**src/rtl/ctrl_pkg.sv**
```systemverilog
// Shared encodings for the multicycle controller and the ALU: FSM states,
// opcode/funct fields, the internal aluop code and the ALU control codes.
package ctrl_pkg;

    typedef enum logic [3:0] {
        S_FETCH   = 4'd0,
        S_DECODE  = 4'd1,
        S_MEMADR  = 4'd2,
        S_MEMRD   = 4'd3,
        S_MEMWB   = 4'd4,
        S_MEMWR   = 4'd5,
        S_RTYPEEX = 4'd6,
        S_RTYPEWB = 4'd7,
        S_BEQEX   = 4'd8,
        S_ADDIEX  = 4'd9,
        S_ADDIWB  = 4'd10,
        S_JEX     = 4'd11
    } state_t;

    // Opcode field [31:26]
    localparam logic [5:0] OP_RTYPE = 6'b000000;
    localparam logic [5:0] OP_LW    = 6'b100011;
    localparam logic [5:0] OP_SW    = 6'b101011;
    localparam logic [5:0] OP_BEQ   = 6'b000100;
    localparam logic [5:0] OP_ADDI  = 6'b001000;
    localparam logic [5:0] OP_J     = 6'b000010;

    // Function field [5:0] for R-type
    localparam logic [5:0] FUNCT_ADD = 6'b100000;
    localparam logic [5:0] FUNCT_SUB = 6'b100010;
    localparam logic [5:0] FUNCT_AND = 6'b100100;
    localparam logic [5:0] FUNCT_OR  = 6'b100101;
    localparam logic [5:0] FUNCT_SLT = 6'b101010;

    // Controller-to-aludec operation class
    localparam logic [1:0] ALUOP_ADD   = 2'b00;
    localparam logic [1:0] ALUOP_SUB   = 2'b01;
    localparam logic [1:0] ALUOP_FUNCT = 2'b10;

    // ALU control codes understood by the ALU
    localparam logic [2:0] ALU_AND = 3'b000;
    localparam logic [2:0] ALU_OR  = 3'b001;
    localparam logic [2:0] ALU_ADD = 3'b010;
    localparam logic [2:0] ALU_SUB = 3'b110;
    localparam logic [2:0] ALU_SLT = 3'b111;

    // ALU B-input and PC source selects
    localparam logic [1:0] SRCB_REG    = 2'b00;
    localparam logic [1:0] SRCB_FOUR   = 2'b01;
    localparam logic [1:0] SRCB_IMM    = 2'b10;
    localparam logic [1:0] SRCB_IMMSH2 = 2'b11;

    localparam logic [1:0] PCSRC_ALU    = 2'b00;
    localparam logic [1:0] PCSRC_ALUOUT = 2'b01;
    localparam logic [1:0] PCSRC_JUMP   = 2'b10;

endpackage

```
**src/rtl/controller_fsm_if.sv**
```systemverilog
// Controller <-> datapath bundle. master = the controller (drives the
// datapath controls, reads instruction fields and the ALU zero flag);
// slave = the datapath.
interface controller_fsm_if;
    logic [5:0] op;
    logic [5:0] funct;
    logic       zero;
    logic       iord;
    logic       memwrite;
    logic       irwrite;
    logic       regdst;
    logic       memtoreg;
    logic       regwrite;
    logic       alusrca;
    logic [1:0] alusrcb;
    logic [1:0] pcsrc;
    logic       pcen;
    logic [2:0] alucontrol;

    modport master (
        input  op, funct, zero,
        output iord, memwrite, irwrite, regdst, memtoreg, regwrite, alusrca,
               alusrcb, pcsrc, pcen, alucontrol
    );

    modport slave (
        output op, funct, zero,
        input  iord, memwrite, irwrite, regdst, memtoreg, regwrite, alusrca,
               alusrcb, pcsrc, pcen, alucontrol
    );
endinterface

```
**src/rtl/controller_fsm_aludec.sv**
```systemverilog
// ALU decoder: maps the controller's aluop class and the R-type funct field
// to the ALU control code. Purely combinational.
module aludec
    import ctrl_pkg::*;
(
    input  logic [1:0] aluop,
    input  logic [5:0] funct,
    output logic [2:0] alucontrol
);

    // Unknown aluop classes and unknown functs both fall back to ADD.
    always_comb begin
        alucontrol = ALU_ADD;
        case (aluop)
            ALUOP_ADD: alucontrol = ALU_ADD;
            ALUOP_SUB: alucontrol = ALU_SUB;
            ALUOP_FUNCT: begin
                case (funct)
                    FUNCT_ADD: alucontrol = ALU_ADD;
                    FUNCT_SUB: alucontrol = ALU_SUB;
                    FUNCT_AND: alucontrol = ALU_AND;
                    FUNCT_OR:  alucontrol = ALU_OR;
                    FUNCT_SLT: alucontrol = ALU_SLT;
                    default:   alucontrol = ALU_ADD;
                endcase
            end
            default: alucontrol = ALU_ADD;
        endcase
    end

endmodule

```
**src/rtl/controller_fsm.sv**
```systemverilog
// Multicycle MIPS-style controller: Moore FSM whose datapath controls are
// decoded from the current state. While reset is high the outputs show FETCH
// values with every write enable held low, so nothing is committed.
module controller_fsm
    import ctrl_pkg::*;
(
    input  logic              clk,
    input  logic              reset,
    controller_fsm_if.master  bus
);

    state_t     state_reg;
    state_t     state_next;
    state_t     out_state;

    logic       pcwrite;
    logic       branch;
    logic [1:0] aluop;
    logic       irwrite_raw;
    logic       regwrite_raw;
    logic       memwrite_raw;
    logic [2:0] alucontrol_dec;

    // State register; reset returns to FETCH from any state.
    always_ff @(posedge clk) begin
        if (reset) begin
            state_reg <= S_FETCH;
        end else begin
            state_reg <= state_next;
        end
    end

    // Next-state logic; undefined opcodes fall straight back to FETCH.
    always_comb begin
        state_next = S_FETCH;
        case (state_reg)
            S_FETCH:  state_next = S_DECODE;
            S_DECODE: begin
                case (bus.op)
                    OP_LW, OP_SW: state_next = S_MEMADR;
                    OP_RTYPE:     state_next = S_RTYPEEX;
                    OP_BEQ:       state_next = S_BEQEX;
                    OP_ADDI:      state_next = S_ADDIEX;
                    OP_J:         state_next = S_JEX;
                    default:      state_next = S_FETCH;
                endcase
            end
            S_MEMADR:  state_next = (bus.op == OP_LW) ? S_MEMRD : S_MEMWR;
            S_MEMRD:   state_next = S_MEMWB;
            S_RTYPEEX: state_next = S_RTYPEWB;
            S_ADDIEX:  state_next = S_ADDIWB;
            default:   state_next = S_FETCH;
        endcase
    end

    // Moore output decode; during reset the FETCH row is shown.
    always_comb begin
        out_state    = reset ? S_FETCH : state_reg;
        bus.iord     = 1'b0;
        memwrite_raw = 1'b0;
        irwrite_raw  = 1'b0;
        bus.regdst   = 1'b0;
        bus.memtoreg = 1'b0;
        regwrite_raw = 1'b0;
        bus.alusrca  = 1'b0;
        bus.alusrcb  = SRCB_REG;
        bus.pcsrc    = PCSRC_ALU;
        pcwrite      = 1'b0;
        branch       = 1'b0;
        aluop        = ALUOP_ADD;
        case (out_state)
            S_FETCH: begin
                irwrite_raw = 1'b1;
                pcwrite     = 1'b1;
                bus.alusrcb = SRCB_FOUR;
            end
            S_DECODE:  bus.alusrcb = SRCB_IMMSH2;
            S_MEMADR, S_ADDIEX: begin
                bus.alusrca = 1'b1;
                bus.alusrcb = SRCB_IMM;
            end
            S_MEMRD:   bus.iord = 1'b1;
            S_MEMWB: begin
                bus.memtoreg = 1'b1;
                regwrite_raw = 1'b1;
            end
            S_MEMWR: begin
                bus.iord     = 1'b1;
                memwrite_raw = 1'b1;
            end
            S_RTYPEEX: begin
                bus.alusrca = 1'b1;
                aluop       = ALUOP_FUNCT;
            end
            S_RTYPEWB: begin
                bus.regdst   = 1'b1;
                regwrite_raw = 1'b1;
            end
            S_BEQEX: begin
                bus.alusrca = 1'b1;
                aluop       = ALUOP_SUB;
                bus.pcsrc   = PCSRC_ALUOUT;
                branch      = 1'b1;
            end
            S_ADDIWB:  regwrite_raw = 1'b1;
            S_JEX: begin
                bus.pcsrc = PCSRC_JUMP;
                pcwrite   = 1'b1;
            end
            default: ;
        endcase
    end

    // Write enables are suppressed while reset is held.
    assign bus.irwrite  = irwrite_raw  & ~reset;
    assign bus.regwrite = regwrite_raw & ~reset;
    assign bus.memwrite = memwrite_raw & ~reset;
    assign bus.pcen     = (pcwrite | (branch & bus.zero)) & ~reset;

    aludec u_aludec (
        .aluop      (aluop),
        .funct      (bus.funct),
        .alucontrol (alucontrol_dec)
    );

    assign bus.alucontrol = alucontrol_dec;

endmodule

```
**src/flat_wrapper.sv**
```systemverilog
// flat-port wrapper written by rule: the top's interface ports become plain ports
module controller_fsm_flat import ctrl_pkg::*;
  (clk, reset, bus_op, bus_funct, bus_zero, bus_iord, bus_memwrite, bus_irwrite, bus_regdst, bus_memtoreg, bus_regwrite, bus_alusrca, bus_alusrcb, bus_pcsrc, bus_pcen, bus_alucontrol);
  controller_fsm_if bus_i ();
  input  logic clk;
  input  logic reset;
  input wire logic [$bits(bus_i.op)-1:0] bus_op;
  input wire logic [$bits(bus_i.funct)-1:0] bus_funct;
  input wire logic [$bits(bus_i.zero)-1:0] bus_zero;
  output wire logic [$bits(bus_i.iord)-1:0] bus_iord;
  output wire logic [$bits(bus_i.memwrite)-1:0] bus_memwrite;
  output wire logic [$bits(bus_i.irwrite)-1:0] bus_irwrite;
  output wire logic [$bits(bus_i.regdst)-1:0] bus_regdst;
  output wire logic [$bits(bus_i.memtoreg)-1:0] bus_memtoreg;
  output wire logic [$bits(bus_i.regwrite)-1:0] bus_regwrite;
  output wire logic [$bits(bus_i.alusrca)-1:0] bus_alusrca;
  output wire logic [$bits(bus_i.alusrcb)-1:0] bus_alusrcb;
  output wire logic [$bits(bus_i.pcsrc)-1:0] bus_pcsrc;
  output wire logic [$bits(bus_i.pcen)-1:0] bus_pcen;
  output wire logic [$bits(bus_i.alucontrol)-1:0] bus_alucontrol;
  assign bus_i.op = bus_op;
  assign bus_i.funct = bus_funct;
  assign bus_i.zero = bus_zero;
  assign bus_iord = bus_i.iord;
  assign bus_memwrite = bus_i.memwrite;
  assign bus_irwrite = bus_i.irwrite;
  assign bus_regdst = bus_i.regdst;
  assign bus_memtoreg = bus_i.memtoreg;
  assign bus_regwrite = bus_i.regwrite;
  assign bus_alusrca = bus_i.alusrca;
  assign bus_alusrcb = bus_i.alusrcb;
  assign bus_pcsrc = bus_i.pcsrc;
  assign bus_pcen = bus_i.pcen;
  assign bus_alucontrol = bus_i.alucontrol;
  controller_fsm u_core (.clk(clk), .reset(reset), .bus(bus_i));
endmodule
```
**config.mk**
```make
export PLATFORM = sky130hd
export DESIGN_NAME = controller_fsm_flat
export DESIGN_NICKNAME = d
export VERILOG_FILES = /design/src/rtl/ctrl_pkg.sv /design/src/rtl/controller_fsm_if.sv /design/src/rtl/controller_fsm_aludec.sv /design/src/rtl/controller_fsm.sv /design/src/flat_wrapper.sv
export SDC_FILE = /design/constraint.sdc
export NUM_CORES = 1
export LEC_CHECK = 0
export ABC_AREA = 1
export BUFFER_PORTS_ARGS = -buffer_cell sky130_fd_sc_hd__buf_4
export CORE_MARGIN = 10
export CORE_UTILIZATION = 35
export CTS_CLUSTER_DIAMETER = 100
export DETAILED_ROUTE_END_ITERATION = 8
export PLACE_DENSITY = 0.65
export SLEW_MARGIN = 20
export SYNTH_ARGS = -nofsm -noshare
export SYNTH_HDL_FRONTEND = slang
export SYNTH_SLANG_ARGS = --single-unit
```
**constraint.sdc**
```tcl
create_clock -name clk -period 2.93 [get_ports clk]
set_input_delay 0.586 -clock clk [delete_from_list [all_inputs] [get_ports clk]]
set_output_delay 0.586 -clock clk [all_outputs]
set_load 0.02 [all_outputs]
```
==> metrics.txt, run 1 <==
Diodes inserted 0; Max-slew headroom 82.9%; drt first pass iters 4; most frequent cell after synthesis nand2_1; Nets 158; grt total ovfl 0; CTS root buf clkbuf_4; Worst path max stage delay 0.25 ns; share of flip-flops with an asynchronous set or reset 0%; CP Cell Sequence buf_4 -> inv_2 -> nand3_2 -> nor2_4 -> ha_1 -> inv_1 -> nand2_1 -> a21oi_1 -> buf_4; first-pass GRT wire length 2640 um; Setup TNS Final 0 ns; max FFs per register 4; postcts setup bufs 0; share of the synthesized area in the top cell type 13.6%; ranking of synthesized cells by area dfxtp_1, nand2_1, nand3_1; initial core utilization 38.2%; worst skew pair latency 0.23 ns; Worst IR Drop VDD 0.000237 V; total clock sinks 4; dpl hpwl 1560 um; Slew @ Worst Pin 0.256 ns; maximum number of pins on one net before global-route repair 8; vias in the first global route 665; Final Wtd Congestion 0.884; # hold bufs at CTS 0; crit path max fanout 7; max cap viols 0; EDFF count, synth 0; Min Hold Slack 0.601 ns; CTS Buf Count 3; Area Growth Syn to Fin 44.2%; die area 0.00373 sq mm; Post-Syn Instances 107; CTS tree built; top cells by count, synth nand2_1, nor2_1, inv_1; Final Hold Viols 0; initial antenna violation count 0; Row Count 14; Setup CP Type input port to primary output; Die X 61.0 um; core area 0.00154 sq mm; Tcrit/Tclk final 81.6%; worst path arrival time 1.81 ns; Post-Syn Area 589 sq um; GRT Util Overall 8.72%; Port-buffer cells 29; Post-Syn Nets 124; Seq/Total Area, Yosys 13.6%; Ports 30; CTS max path bufs 2; top cell type by total area after synthesis dfxtp_1; status complete, no violations; Syn Area/Cell 5.51 sq um; final setup vio count 0; post-cts gate resize count 0; CP Capture Type primary output; Tightest Hold Check Type input port to flip-flop; layout cells sized above 1 36.7%; Synth Flop Type dfxtp_1; H-tree levels 1; min Tclk post-route 2.39 ns; vias 747; FMAX 418 MHz; CP required 2.34 ns; RSZ-0062 raised after global routing false; Setup Skew 0.00315 ns; Reg clk slew, reported paths 0.04 ns; crit path launch type input port; die height 61.0 um; Leakage 0.454 nW; CP max-delay cell ha_1; drc violations 0; Final ANT Viol Nets 0; register bit total from synthesis 4; WL final 1770 um; Final Slew Violations 0; Ys Warns 0; WL per Instance 11.4 um; initial detailed-routing violation count 20; Pwr per Cell Area 221 mW/mm^2; Top cell by count, worst path buf_4; Distinct cells, synth 19; routed vias/inst 4.82
-- where the power goes --
part           internal [mW]  switching (mW)  leakage, nW
sequential            0.0566         0.00331       0.0326
clock                 0.0456          0.0193       0.0138
combinational         0.0278          0.0351        0.407
total                  0.130          0.0578        0.454
-- metal layers --
| layer | track usage [%] | vias to the layer above | share of wire [%] |
|---|---|---|---|
| met5 | 0 | - | 0 |
| met4 | 2.82 | 0 | 0 |
| met3 | 3.50 | 0 | 9.3 |
| met2 | 16.7 | 22 | 53 |
| met1 | 8.11 | 323 | 37 |
| li1 | - | 402 | - |
-- cell families (layout without fill, tap and decap cells) --
logic type	count (synthesis)	after routing	synth area share (%)
AO/OA/AOI/OAI	9	9	9.77
adder cells (fa/ha/maj)	2	2	4.25
buffers and inverters	22	54	14.0
flip-flops	4	4	13.6
AND/OR/NAND/NOR	70	70	58.4
-- metrics by stage --
step / instance area, sq um / setup WS, ns / utilization, % / total power [mW] / cells
6_report: 850 / 0.538 / 55.1 / 0.188 / 155
5_1_grt: 850 / 0.431 / 55.1 / 0.199 / 155
4_1_cts: 850 / 0.538 / 55.1 / 0.191 / 155
3_5_place_dp: 827 / 0.547 / 53.7 / 0.124 / 152
3_3_place_gp: 827 / 0.589 / 53.7 / 0.123 / 152
2_1_floorplan: 589 / 0.701 / - / 0.0931 / 107
-- placed cells by master (no fill, tap or decap), drive strengths merged, types with 2 or more instances in the layout --
cell,count
buf,29
nor2,25
nand2,23
inv,22
nand3,17
a21oi,6
dfxtp,4
clkbuf,3
nand4,2
nand3b,2
ha,2
o21ai,2
-- worst paths after layout --
path,slack (ns),cells past startpoint,endpoint,start
worst min-delay path,0.60,2,u_core.state_reg[3]$_SDFF_PP0_,reset
worst max-delay path,0.54,9,bus_alucontrol[0],reset
worst min register to register,0.65,4,u_core.state_reg[2]$_SDFF_PP0_,u_core.state_reg[2]$_SDFF_PP0_
worst max register to register,1.82,7,u_core.state_reg[2]$_SDFF_PP0_,u_core.state_reg[0]$_SDFF_PP0_
-- worst max-delay path: cells and delay by family --
family	cells	cell delay [ns]
AOI/OAI and AO/OA	1	0.11
adders and majority gates	1	0.25
buffers and inverters	4	0.49
and+or+nand+nor	3	0.37
-- cell type report --
cell class | instances | area [sq um]
Clock buffer | 3 | 22.5
Fill cell | 178 | 692
Inverter | 22 | 82.6
Multi-Input combinational cell | 81 | 427
Sequential cell | 4 | 80.1
Tap cell | 16 | 20.0
Timing Repair Buffer | 29 | 218
Note: power is estimated with default switching activity, not from simulation.
==> run 2, diff against run 1 <==
Clock period 2.93 ns to 2.3 ns, I/O delays scaled along.
==> run 2 against run 1 <==
Combinational power is 34% higher. Design area is 1.0% higher. Critical path depth stayed put. Worst hold slack worse by 0.14 ns. Sequential cell count stayed put. Wire length is 2.2% lower. Cell count is 0.65% higher. Sequential power is 23% higher. Global-route usage is 0.78 points lower. Register-to-register slack worse by 0.63 ns. Sequential share of layout area hardly changed. Non-clock buffer count is 1 higher.
==> metrics.txt, run 2 (same netlist as run 1, synthesis figures left out) <==
first-pass GRT wire length 2460 um (-6.5%); final setup vio count 0 (unchanged); r2r setup slk 1.19 ns (-0.63 ns); max FFs per register 4 (unchanged); Final Hold Viols 0 (unchanged); Hold Crit Start reset; CP max-delay cell ha_1; CP required 1.84 ns (-0.50 ns); Ports 30 (unchanged); Pwr per Cell Area 280 mW/mm^2 (+27%); # hold bufs at CTS 0 (unchanged); vias in the first global route 641 (-3.6%); Final Slew Violations 0 (unchanged); layout cells sized above 1 37.9% (+1.2 points); status complete, no violations; commonest non-fill, non-tap cell in the layout buf_4; Port-buffer cells 29 (unchanged); Final Power 0.240 mW (+28%); Die X 61.0 um (unchanged); RSZ-0062 raised after global routing false; Tcrit/Tclk final 92.4%; maximum number of pins on one net before global-route repair 8 (unchanged); Setup crit start reset; post-place instance area 835 sq um (+0.91%); core area 0.00154 sq mm (unchanged); CP Cell Sequence buf_4 -> inv_2 -> nand3_2 -> nor2_4 -> ha_1 -> inv_1 -> nand2_1 -> a21oi_1 -> buf_4; crit path max fanout 7 (unchanged); Final Wtd Congestion 0.891 (+0.71%); routed vias/inst 4.81 (-0.24%); CP Capture Type primary output; filler cell count 154 (-13%); FMAX 471 MHz; die area 0.00373 sq mm (unchanged); setup ws final 0.175 ns (-0.363 ns); total clock sinks 4 (unchanged); Slew @ Worst Pin 0.241 ns (-0.0151 ns); pre-CTS setup slack 0.182 ns (-0.365 ns); Top cell by count, worst path buf_4; Setup CP Type input port to primary output; Setup Skew 0.000106 ns (-0.00304 ns); Leakage 0.459 nW (+1.2%); WL final 1730 um (-2.2%); postcts setup bufs 0 (unchanged); Setup TNS Final 0 ns (unchanged); reg-to-reg startpoint u_core.state_reg[3]$_SDFF_PP0_; max cap viols 0 (unchanged); most frequent cells in the layout buf_4, nand2_1, nor2_1; initial antenna violation count 0 (unchanged); initial detailed-routing violation count 16 (-20%); Diodes inserted 0 (unchanged); die height 61.0 um (unchanged); CTS max path bufs 2 (unchanged); Worst path max stage delay 0.26 ns (about the same); Row Count 14 (unchanged); Nets 159 (+0.63%); Worst IR Drop VDD 0.000249 V (+5.2%); CTS root buf clkbuf_4; Tightest Hold Check Type input port to flip-flop; min Tclk post-route 2.13 ns; vias 750 (+0.40%); initial core utilization 38.2% (unchanged); drt first pass iters 4 (unchanged); Post-Layout Cell Count 156 (+0.65%); worst path arrival time 1.67 ns (-0.14 ns); grt total ovfl 0 (unchanged); WL per Instance 11.1 um (-2.8%); Area Growth Syn to Fin 45.6%; cell area after layout 858 sq um (+1.0%); drc violations 0 (unchanged); Max-slew headroom 83.9% (+0.97 points); CP top delay family buffers and inverters; Final ANT Viol Nets 0 (unchanged); crit path launch type input port; GRT Util Overall 7.94% (-0.78 points); Reg clk slew, reported paths 0.03 ns (about the same); CTS Buf Count 3 (unchanged); worst skew pair latency 0.23 ns (about the same); # placed instances 153 (+0.66%); dpl hpwl 1520 um (-2.6%); H-tree levels 1 (unchanged); CTS tree built; CP Buf/Inv Count 4 (unchanged); post-cts gate resize count 0 (unchanged)
## run 2: cell types whose count changed in the layout (fill, tap and decap cells not counted), sizes merged
cell / previous run / this run
buf: 29 / 30
## run 2: layout make-up
type / count / area, sq um / area share [%]
clock buffer: 3 / 22.5 / 2.62
multi-input combinational: 81 / 427 / 49.7
inverter: 22 / 82.6 / 9.62
tap: 16 / 20.0 / 2.33
sequential: 4 / 81.3 / 9.48
timing repair buffer: 30 / 225 / 26.2
## run 2: through the flow
stage                     hold WS [ns]  utilization, %
final                            0.458            55.7
after floorplan                  0.529               -
after detailed placement         0.644            54.1
after global routing             0.471            55.7
after global placement           0.658            54.1
after CTS                        0.457            55.6
## run 2: final timing paths
check                              endpoint  cells past startpoint
max                       bus_alucontrol[0]                      9
min          u_core.state_reg[1]$_SDFF_PP0_                      2
max reg2reg  u_core.state_reg[2]$_SDFF_PP0_                      7
min reg2reg  u_core.state_reg[0]$_SDFF_PP0_                      4
## run 2: power breakdown
part | switching [mW] | leakage (nW) | internal (mW)
clock network | 0.0237 | 0.0138 | 0.0580
logic | 0.0469 | 0.412 | 0.0375
registers | 0.00181 | 0.0331 | 0.0721
## run 2: per-layer routing
metal	track usage (%)	share of wire, %
met4	3.45	0
met3	2.06	7.4
met5	0	0
met1	8.58	40
met2	14.1	53
==> run 3, diff against run 2 <==
Settings changed: PLACE_DENSITY 0.65 to 0.66, SYNTH_HIERARCHICAL from default to 1.
Clock period 2.3 ns to 1.9 ns, I/O delays scaled along.
==> run 3 against run 2 <==
The flow now finishes with violations (setup timing). Design area rose by 46%. Largest cell class unchanged. Largest power group unchanged. Worst setup slack worse by 0.38 ns. Synthesized cell count grew 21%. Clock-buffer cell count did not move. First-iteration DRC count grew 19%. Sequential cell count unchanged. Clock skew grew 0.012 ns. Sequential share of layout area is 2.3 points lower. Non-clock buffer count is 22 higher. Combinational power increased by 61%. Die area increased by 9.3%. Wire length up 40%.
==> metrics.txt, run 3 <==
layout cells sized above 1 54.4% (+17 points); share of the synthesized area in the top cell type 16.8% (+3.2 points); Final Slew Violations 0 (unchanged); Leakage 0.661 nW (+44%); worst path arrival time 1.72 ns (+0.05 ns); register bit total from synthesis 4 (unchanged); Min Hold Slack 0.471 ns (+0.0133 ns); final setup vio count 6 (+6); most frequent cells in the layout buf_4, nand2_1, nor2_1; drt first pass iters 4 (unchanged); Slew @ Worst Pin 0.223 ns (-0.0177 ns); setup ws final -0.201 ns (-0.375 ns); crit path max fanout 3 (-4); Tightest Hold Check Type input port to flip-flop; Post-Syn Nets 147 (+19%); max FFs per register 4 (unchanged); die height 63.8 um (+4.6%); Pwr per Cell Area 270 mW/mm^2 (-3.5%); maximum number of pins on one net before global-route repair 8 (unchanged); drc violations 0 (unchanged); ranking of synthesized cells by area nand2_1, nor2_1, dfxtp_1; Worst IR Drop VDD 0.000368 V (+48%); share of flip-flops with an asynchronous set or reset 0% (unchanged); Ports 30 (unchanged); reg-to-reg startpoint u_core/state_reg[3]$_SDFF_PP0_; Post-Syn Instances 130 (+21%); H-tree levels 1 (unchanged); Final Hold Viols 0 (unchanged); CP Cell Sequence inv_2 -> nor2_4 -> nand2_4 -> nor3_4 -> inv_2 -> ha_4 -> inv_2 -> nor2_1 -> nand2_1 -> nand2_1 -> nor2_1 -> nand2_1 -> buf_6; Setup Skew 0.0126 ns (+0.0125 ns); vias in the first global route 970 (+51%); Diodes inserted 0 (unchanged); # hold bufs at CTS 0 (unchanged); most frequent cell after synthesis nand2_1; WL final 2420 um (+40%); Syn Area/Cell 5.17 sq um (-6.2%); vias 955 (+27%); Distinct cells, synth 20 (+1); GR Util met3 4.01% (+1.9 points); commonest non-fill, non-tap cell in the layout buf_4; Setup crit start u_core/state_reg[3]$_SDFF_PP0_; busiest grt layer met2; Area Growth Syn to Fin 86.6%; total clock sinks 4 (unchanged); routed vias/inst 4.61 (-4.0%); Hold Crit Start bus_op[0]; violated checks setup timing; CTS max path bufs 2 (unchanged); EDFF count, synth 0 (unchanged); dpl hpwl 1840 um (+21%); Finished Core Util 71.1% (+15 points); WL per Instance 11.7 um (+5.8%); Post-Syn Area 672 sq um (+14%); first-pass GRT wire length 3950 um (+60%); RSZ-0062 raised after global routing true; die area 0.00407 sq mm (+9.3%); CTS tree built; Seq/Total Area, Yosys 11.9% (-1.7 points); top cells by count, synth nand2_1, nor2_1, inv_1; met1 Usage GRT 11.3% (+2.7 points); post-place instance area 0.00107 sq mm (+28%); Reg clk slew, reported paths 0.05 ns (+0.02 ns); pre-CTS setup slack -0.0529 ns (-0.235 ns); Port-buffer cells 29 (unchanged); CP max-delay cell dfxtp_2; grt total ovfl 0 (unchanged); Row Count 15 (+1); M2 GR Usage 21.3% (+7.1 points); CP Capture Type primary output; Nets 201 (+26%); GRT Util Overall 11.6% (+3.6 points); Tcrit/Tclk final 111%; initial antenna violation count 0 (unchanged); Final ANT Viol Nets 0 (unchanged); max cap viols 0 (unchanged); Max-slew headroom 85.1% (+1.2 points); Die X 63.8 um (+4.6%); initial core utilization 38.1% (-0.15 points); Setup CP Type flip-flop to primary output; Synth Flop Type dfxtp_1; min Tclk post-route 2.10 ns; Final Wtd Congestion 0.846 (-5.0%); CTS Buf Count 3 (unchanged); CP required 1.52 ns (-0.32 ns); Ys Warns 6 (+6); worst skew pair latency 0.25 ns (+0.02 ns); cell area after layout 0.00125 sq mm (+46%); status complete, but fails checks; Worst path max stage delay 0.33 ns (+0.07 ns); Final Power 0.338 mW (+41%); FMAX 476 MHz; CTS root buf clkbuf_4; core area 0.00176 sq mm (+14%); top cell type by total area after synthesis nand2_1; initial detailed-routing violation count 19 (+3); crit path launch type flip-flop
==> run 3: cell types whose count changed after synthesis, sizes merged, moves of 3 or more <==
cell,before,now
buf,0,3
nor2,25,34
nand2,23,32
inv,22,26
==> run 3: final timing paths <==
| path | depth (start not counted) | slack [ns] | end |
|---|---|---|---|
| worst max-delay path | 13 | -0.20 | bus_alucontrol[1] |
| worst min register to register | 4 | 0.64 | u_core/state_reg[0]$_SDFF_PP0_ |
| worst max register to register | 11 | 0.33 | u_core/state_reg[2]$_SDFF_PP0_ |
| worst min-delay path | 4 | 0.47 | u_core/state_reg[1]$_SDFF_PP0_ |
==> run 3: logic make-up after synthesis <==
logic type | after synthesis | synth area share, %
simple gates | 85 | 58.8
buf+inv | 29 | 17.5
compound gates | 10 | 8.01
flops | 4 | 11.9
fa+ha+maj | 2 | 3.72
==> run 3: through the flow <==
step / setup TNS [ns] / instances
after floorplan: 0 / 130
after global placement: -0.0411 / 196
after detailed placement: -0.102 / 196
after CTS: -0.589 / 204
after global routing: -1.40 / 207
final: -0.768 / 207
==> run 3: layer usage <==
metal  share of wire, %  wire length (um)
met5                  0                 0
met2                 52              1270
met3                5.9               143
met1                 41               983
met4                1.2                30
==> run 3: worst max-delay path, delay by kind of cell (launching register included) <==
kind,cells,cell delay (ns)
DFF,1,0.33
adders and majority gates,1,0.15
and+or+nand+nor,8,0.70
buffers and inverters,4,0.29
==> run 3: layout make-up <==
type,instances,area (sq um)
multi-input cells,97,591
clock buffers,3,22.5
fillers,172,510
inverters,26,103
flip-flops and latches,4,90.1
repair buffers,52,417
well taps,25,31.3
==> run 3: report_power, final <==
group	total [mW]	leakage [nW]	internal [mW]	switching, mW
clock network	0.112	0.0138	0.0710	0.0409
registers	0.0906	0.0349	0.0860	0.00457
logic	0.136	0.612	0.0645	0.0713
==> run 3: repair_timing <==
item | 4_1_cts | 5_1_grt
endpoints found under the setup margin | 4 | 8
buffers inserted | 5 | 4
pin swaps | 11 | 10
gates resized for setup | 18 | 17
